**src/rtl/usb_tx_pkg.sv**
```systemverilog
// Shared types and constants for the USB TX FIFO drain path.
// State encoding, PID codes and CRC16 parameters.
package usb_tx_pkg;

  typedef enum logic [2:0] {
    S_IDLE,
    S_WAIT_LVL,
    S_PID,
    S_DATA,
    S_CRC_LO,
    S_CRC_HI,
    S_DONE,
    S_FLUSH
  } state_t;

  localparam logic [3:0] PID_DATA0 = 4'h3;
  localparam logic [3:0] PID_DATA1 = 4'hB;
  localparam logic [3:0] PID_DATA2 = 4'h7;
  localparam logic [3:0] PID_MDATA = 4'hF;

  localparam logic [15:0] CRC16_POLY_R = 16'hA001;
  localparam logic [15:0] CRC16_INIT   = 16'hFFFF;

  function automatic logic [7:0] pid_byte(
    input logic [3:0] p
  );
    return {~p, p};
  endfunction

endpackage

```
**src/rtl/usb_crc16_byte.sv**
```systemverilog
// One-byte step of the USB CRC16, reflected form.
// Bits are folded in LSB first.
module usb_crc16_byte
  import usb_tx_pkg::*;
(
  input  logic [15:0] crc_in,
  input  logic [7:0]  data,
  output logic [15:0] crc_out
);

  logic [15:0] c;

  always_comb begin
    c = crc_in;
    for (int i = 0; i < 8; i++) begin
      if (c[0] ^ data[i]) begin
        c = (c >> 1) ^ CRC16_POLY_R;
      end else begin
        c = c >> 1;
      end
    end
    crc_out = c;
  end

endmodule

```
**src/rtl/usb_tx_fifo_reader.sv**
```systemverilog
// Drains one payload from the TX FIFO into a PID/data/CRC16 packet.
// Define USB_TX_FLUSH_ON_ABORT_EN to discard unread bytes on abort.
module usb_tx_fifo_reader
  import usb_tx_pkg::*;
#(
  parameter int MAX_PL = 64,
  parameter int LEN_W  = 11
) (
  input  logic             clk,
  input  logic             rst,
  input  logic             send,
  input  logic [3:0]       pid,
  input  logic [LEN_W-1:0] pl_len,
  input  logic             abort,
  input  logic [7:0]       fifo_dout,
  input  logic             fifo_empty,
  input  logic [LEN_W-1:0] fifo_level,
  output logic             fifo_re,
  output logic [7:0]       tx_data,
  output logic             tx_valid,
  input  logic             tx_ready,
  output logic             busy,
  output logic             done,
  output logic             aborted,
  output logic             underrun,
  output logic             len_err
);

  localparam logic [LEN_W-1:0] MAX_LEN = LEN_W'(MAX_PL);
  localparam logic [LEN_W-1:0] ONE = LEN_W'(1);

`ifdef USB_TX_FLUSH_ON_ABORT_EN
  localparam state_t KILL_ST = S_FLUSH;
`else
  localparam state_t KILL_ST = S_IDLE;
`endif

  state_t           state;
  logic [3:0]       pid_q;
  logic [LEN_W-1:0] len_q;
  logic [LEN_W-1:0] rd_left;
  logic [LEN_W-1:0] wr_left;
  logic [15:0]      crc;
  logic [15:0]      crc_nxt;
  logic [7:0]       hold;
  logic [7:0]       td_q;
  logic             hold_vld;
  logic             pend;
  logic             tv_q;
  logic             in_data;
  logic             ent;
  logic             hs;
  logic             dry;
  logic             rd_ok;
  logic             active;
  logic             kill;

  // A popped byte is either in flight (pend) or parked in hold.
  assign in_data = (state == S_DATA);
  assign ent     = hold_vld | pend;
  assign tx_valid = in_data ? ent : tv_q;
  assign tx_data  = !in_data ? td_q :
                    (pend ? fifo_dout : hold);
  assign hs      = tx_valid & tx_ready;
  assign busy    = (state != S_IDLE) &&
                   (state != S_DONE);
  assign rd_ok   = ~fifo_empty & (rd_left != '0);
  assign dry     = in_data & ~ent & fifo_empty &
                   (rd_left != '0);
  assign active  = state inside {S_WAIT_LVL, S_PID,
                   S_DATA, S_CRC_LO, S_CRC_HI};
  assign kill    = (abort & active) | dry;

  always_comb begin
    fifo_re = 1'b0;
    unique case (state)
      S_PID:   fifo_re = rd_ok & ~abort & ~ent;
      S_DATA:  fifo_re = rd_ok & ~abort &
                         (~ent | hs);
`ifdef USB_TX_FLUSH_ON_ABORT_EN
      S_FLUSH: fifo_re = rd_ok;
`endif
      default: fifo_re = 1'b0;
    endcase
  end

  usb_crc16_byte u_crc (
    .crc_in  (crc),
    .data    (tx_data),
    .crc_out (crc_nxt)
  );

  always_ff @(posedge clk or negedge rst) begin
    if (!rst) begin
      state    <= S_IDLE;
      pid_q    <= '0;
      len_q    <= '0;
      rd_left  <= '0;
      wr_left  <= '0;
      crc      <= CRC16_INIT;
      hold     <= '0;
      hold_vld <= 1'b0;
      pend     <= 1'b0;
      td_q     <= '0;
      tv_q     <= 1'b0;
      done     <= 1'b0;
      aborted  <= 1'b0;
      underrun <= 1'b0;
      len_err  <= 1'b0;
    end else begin
      done     <= 1'b0;
      aborted  <= 1'b0;
      underrun <= 1'b0;
      len_err  <= 1'b0;
      pend     <= fifo_re & (state != S_FLUSH);
      if (fifo_re && rd_left != '0) begin
        rd_left <= rd_left - ONE;
      end
      if (in_data && hs) begin
        hold_vld <= 1'b0;
      end else if (pend) begin
        hold     <= fifo_dout;
        hold_vld <= 1'b1;
      end
      unique case (state)
        S_IDLE: begin
          if (send && !abort) begin
            if (pl_len > MAX_LEN) begin
              len_err <= 1'b1;
            end else begin
              pid_q    <= pid;
              len_q    <= pl_len;
              rd_left  <= pl_len;
              wr_left  <= pl_len;
              crc      <= CRC16_INIT;
              hold_vld <= 1'b0;
              state    <= S_WAIT_LVL;
            end
          end
        end
        S_WAIT_LVL: begin
          if (fifo_level >= len_q) begin
            tv_q  <= 1'b1;
            td_q  <= pid_byte(pid_q);
            state <= S_PID;
          end
        end
        S_PID: begin
          if (hs) begin
            if (len_q == '0) begin
              td_q  <= ~crc[7:0];
              state <= S_CRC_LO;
            end else begin
              tv_q  <= 1'b0;
              state <= S_DATA;
            end
          end
        end
        S_DATA: begin
          if (hs) begin
            crc <= crc_nxt;
            if (wr_left != '0) begin
              wr_left <= wr_left - ONE;
            end
            if (wr_left <= ONE) begin
              tv_q  <= 1'b1;
              td_q  <= ~crc_nxt[7:0];
              state <= S_CRC_LO;
            end
          end
        end
        S_CRC_LO: begin
          if (hs) begin
            td_q  <= ~crc[15:8];
            state <= S_CRC_HI;
          end
        end
        S_CRC_HI: begin
          if (hs) begin
            tv_q  <= 1'b0;
            done  <= 1'b1;
            state <= S_DONE;
          end
        end
        S_DONE: state <= S_IDLE;
        S_FLUSH: begin
          if (rd_left == '0 || fifo_empty) begin
            state <= S_IDLE;
          end
        end
      endcase
      // Abort and underrun override whatever the state did.
      if (kill) begin
        state    <= KILL_ST;
        tv_q     <= 1'b0;
        hold_vld <= 1'b0;
        done     <= 1'b0;
        aborted  <= 1'b1;
        underrun <= dry;
      end
    end
  end

endmodule

```
**config.mk**
```make
export PLATFORM = sky130hd
export DESIGN_NAME = usb_tx_fifo_reader
export DESIGN_NICKNAME = d
export VERILOG_FILES = /design/src/rtl/usb_tx_pkg.sv /design/src/rtl/usb_crc16_byte.sv /design/src/rtl/usb_tx_fifo_reader.sv
export SDC_FILE = /design/constraint.sdc
export NUM_CORES = 1
export LEC_CHECK = 0
export BUFFER_PORTS_ARGS = -buffer_cell sky130_fd_sc_hd__buf_2
export CORE_ASPECT_RATIO = 1.2
export CORE_MARGIN = 4
export CORE_UTILIZATION = 43
export DETAILED_ROUTE_END_ITERATION = 6
export GPL_ROUTABILITY_DRIVEN = 1
export GPL_TIMING_DRIVEN = 0
export SYNTH_ARGS = -nofsm -noshare
export SYNTH_HDL_FRONTEND = slang
export SYNTH_HIERARCHICAL = 1
export SYNTH_SLANG_ARGS = --single-unit
```
**constraint.sdc**
```tcl
create_clock -name clk -period 3.4 [get_ports clk]
set_input_delay 1.02 -clock clk [delete_from_list [all_inputs] [get_ports clk]]
set_output_delay 1.02 -clock clk [all_outputs]
set_load 0.02 [all_outputs]
```
==> insert_results.sql <==
INSERT INTO impl_metrics (metric_group, metric, value, unit) VALUES
('placement', 'numPortBuffers', '54', ''),
('worst_setup_path', 'timing.critical_path.cells', 'inv_1, nor3_4, clkbuf_2, nor2_1, a31oi_1, buf_2', ''),
('sta', 'max-slew-margin-rel', '0.4982', ''),
('synth', 'synth_xor_xnor_area_share', '0.05911', ''),
('synth', 'main_combinational_cell_family_by_area_after_synthesis', 'simple AND/OR/NAND/NOR gates', ''),
('worst_setup_path', 'path_max_fanout', '10', ''),
('layout', 'area_overhead_vs_synth', '20.58', '%'),
('clock_tree', 'cts_sinks', '79', ''),
('synth', 'synthDominantAreaCellType', 'dfrtp_1', ''),
('floorplanning', 'initial_core_utilization', '0.4407', ''),
('clock_tree', 'max-clock-path-buffers', '2', ''),
('floorplanning', 'design.portCount', '55', ''),
('floorplanning', 'placeableCoreArea', '0.01057', 'mm2'),
('sta', 'fraction_of_the_cycle_the_final_worst_path_needs', '0.9767', ''),
('job', 'timing.max_cap.violations', '0', ''),
('drt', 'drt.antenna.violating_nets', '0', ''),
('synth', 'synth-adder-area-share', '0.04030', ''),
('synth', 'share_of_async_settable_or_async_resettable_flops_after_synthesis', '1.000', ''),
('placement', 'place_ws', '-0.3658', 'ns'),
('outcome', 'status', 'completed', ''),
('synth', 'synthesis.area_per_instance', '9.258', 'um2'),
('sta', 'post-route-min-period', '3.321', 'ns'),
('placement', 'hpwlAfterDp', '9310', 'um'),
('synth', 'synth_commonest_cells', 'dfrtp_1, nand2_1, o21ai_0', ''),
('synth', 'post_synth_instance_area', '0.004657', 'mm2'),
('clock_tree', 'clock_transition_at_the_registers_of_the_reported_paths', '0.06', 'ns'),
('global_route', 'grt_antenna_before_repair', '0', ''),
('clock_tree', 'tritoncts.num_buffers', '9', ''),
('layout', 'stdcell_area', '0.005615', 'mm2'),
('worst_hold_path', 'hold_class', 'flop to flop', ''),
('worst_setup_path', 'critical_path_slowest_stage_cell', 'dfrtp_1', ''),
('synth', 'synth-compound-area-share', '0.1687', ''),
('global_route', 'grt_usage', '0.2101', ''),
('sta', 'timing.clock.skew', '0.005214', 'ns'),
('layout', 'antenna-diode-count', '0', ''),
('global_route', 'grt_pass1_wl', '20330', 'um'),
('floorplanning', 'die_w', '103', 'um'),
('clock_tree', 'worstSkewPairLatency', '0.33', 'ns'),
('drt', 'per_cell_routed_wire_length', '17.76', 'um'),
('floorplanning', 'rows', '41', ''),
('layout', 'post_route_cells_drive_above_1_share', '0.2672', ''),
('worst_setup_path', 'slowest_delay', '0.46', 'ns'),
('worst_setup_path', 'worstSetupStartpointType', 'flop', ''),
('clock_tree', 'tritoncts', 'done', ''),
('synth', 'postSynthCellCount', '503', ''),
('sta', 'final_hold_violations', '0', ''),
('worst_setup_path', 'crit_path_end_kind', 'primary output', ''),
('worst_setup_path', 'required', '2.38', 'ns'),
('floorplanning', 'floorplan.die_area', '0.01257', 'mm2'),
('worst_setup_path', 'critPathArrivalTime', '2.30', 'ns'),
('clock_tree', 'cts-root-buf', 'clkbuf_16', ''),
('sta', 'worst_slack', '0.07935', 'ns'),
('clock_tree', 'cts.hold.buffers_added', '0', ''),
('sta', 'slew_violations', '0', ''),
('worst_setup_path', 'classification_of_the_worst_setup_path', 'flop to primary output', ''),
('synth', 'post_synth_mux_area_share', '0.07980', ''),
('drt', 'detail_route.drc_violations', '0', ''),
('drt', 'detail_routed_via_count_per_cell', '5.626', ''),
('power_and_ir_drop', 'power.static_leakage', '0.002476', 'uW'),
('drt', 'firstDrtPassIters', '4', ''),
('sta', 'pin_slew_with_the_least_headroom_to_its_limit', '0.7477', 'ns'),
('global_route', 'gr-total-overflow', '0', ''),
('sta', 'max_clk_rate', '301.1', 'MHz'),
('floorplanning', 'die-height', '122', 'um'),
('power_and_ir_drop', 'p_per_area', '1000', 'mW/mm2'),
('synth', 'synth.distinct_cells', '60', ''),
('sta', 'setup_viol_count_final', '0', ''),
('power_and_ir_drop', 'vdd_drop_max', '0.7298', 'mV'),
('synth', 'synth_area_in_simple_gates', '0.1797', ''),
('global_route', 'grt_start_max_net_pins', '65', ''),
('drt', 'via_count', '3989', '');
power by group:
part	total [uW]	internal [uW]	switching, uW
combinational	2840	1410	1420
clock	1070	682	386
sequential	1710	1370	342
flip-flops by register name (all words and copies together), names as in the netlist, 3 cells and up:
register and flops:
td_q 8, len_q 11, crc 16, rd_left 11, hold 8, state 3
wr_left 11, pid_q 4
cell usage in the layout (no fill, tap or decap), drive strengths merged, types with 4 or more instances in the layout:
cell type and n:
buf 79, nand2 63, dfrtp 63, o21ai 56, nor2 45, a21oi 31, clkbuf 21, mux2i 18
xnor2 18, inv 17, mux2 17, dfstp 16, ha 15, nand3 9, nor3 9, a211oi 8
xor2 8, nor4 8, a31oi 7, nor2b 5, or4 5, nand4 4, or3 4, a221o 4
through the flow:
stage | std cells | setup TNS (ns) | util | hold slack, ns | power [uW]
3_3_place_gp | 686 | -0.3810 | 0.4832 | 0.4874 | 4257
3_5_place_dp | 687 | -0.4606 | 0.4860 | 0.4922 | 4304
4_1_cts | 702 | -0.2404 | 0.5214 | 0.5059 | 5444
2_1_floorplan | 503 | 0 | - | 0.4685 | 3679
6_report | 709 | 0 | 0.5314 | 0.5037 | 5615
5_1_grt | 709 | -0.02795 | 0.5314 | 0.5234 | 6014
routing by layer:
metal | vias up | global-route usage | share of wire
met5 | - | 0 | 0
met4 | 0 | 0.09150 | 0.039
met3 | 33 | 0.03837 | 0.045
met2 | 102 | 0.3367 | 0.50
met1 | 1903 | 0.2761 | 0.42
li1 | 1951 | - | -
logic make-up (layout without fill, tap and decap cells):
logic type / Yosys count / after routing
xor+xnor: 28 / 28
flops: 79 / 79
buf+inv: 45 / 122
fa+ha+maj: 15 / 15
compound gates: 131 / 131
mux: 35 / 35
simple gates: 170 / 170
worst max-delay path, delay by kind of cell (launching register included):
kind            cells  cell delay [ns]
compound gates      1             0.24
flops               1             0.46
buf+inv             3             0.77
simple gates        2             0.50
repair_timing:
item                                    CTS  global route
gates resized for setup                   8            18
setup buffers                             0             8
pin swaps                                 1             4
endpoints found under the setup margin    3             3
final timing paths:
check	depth (start not counted)	startpoint	to	slack (ns)
hold reg to reg	1	hold[6]$_DFFE_PN0N_	hold[6]$_DFFE_PN0N_	0.50
max in group asynchronous	2	rst	crc[5]$_DFFE_PN1P_	2.22
min in group asynchronous	1	rst	hold[7]$_DFFE_PN0N_	0.55
setup reg to reg	10	state[2]$_DFFE_PN0P_	td_q[0]$_DFFE_PN0P_	0.09
hold / removal	1	hold[6]$_DFFE_PN0N_	hold[6]$_DFFE_PN0N_	0.50
setup / recovery	6	state[0]$_DFFE_PN0P_	tx_valid	0.08
area by class of cell:
type / count / area (um2)
inverters: 17 / 63.81
multi-input cells: 379 / 2550
fillers: 978 / 4952
flip-flops and latches: 79 / 1998
plain buffers: 26 / 148.9
clock inverters: 5 / 80.08
well taps: 129 / 161.4
clock buffers: 11 / 252.7
repair buffers: 63 / 360.3
Note: power is estimated with default switching activity, not from simulation.
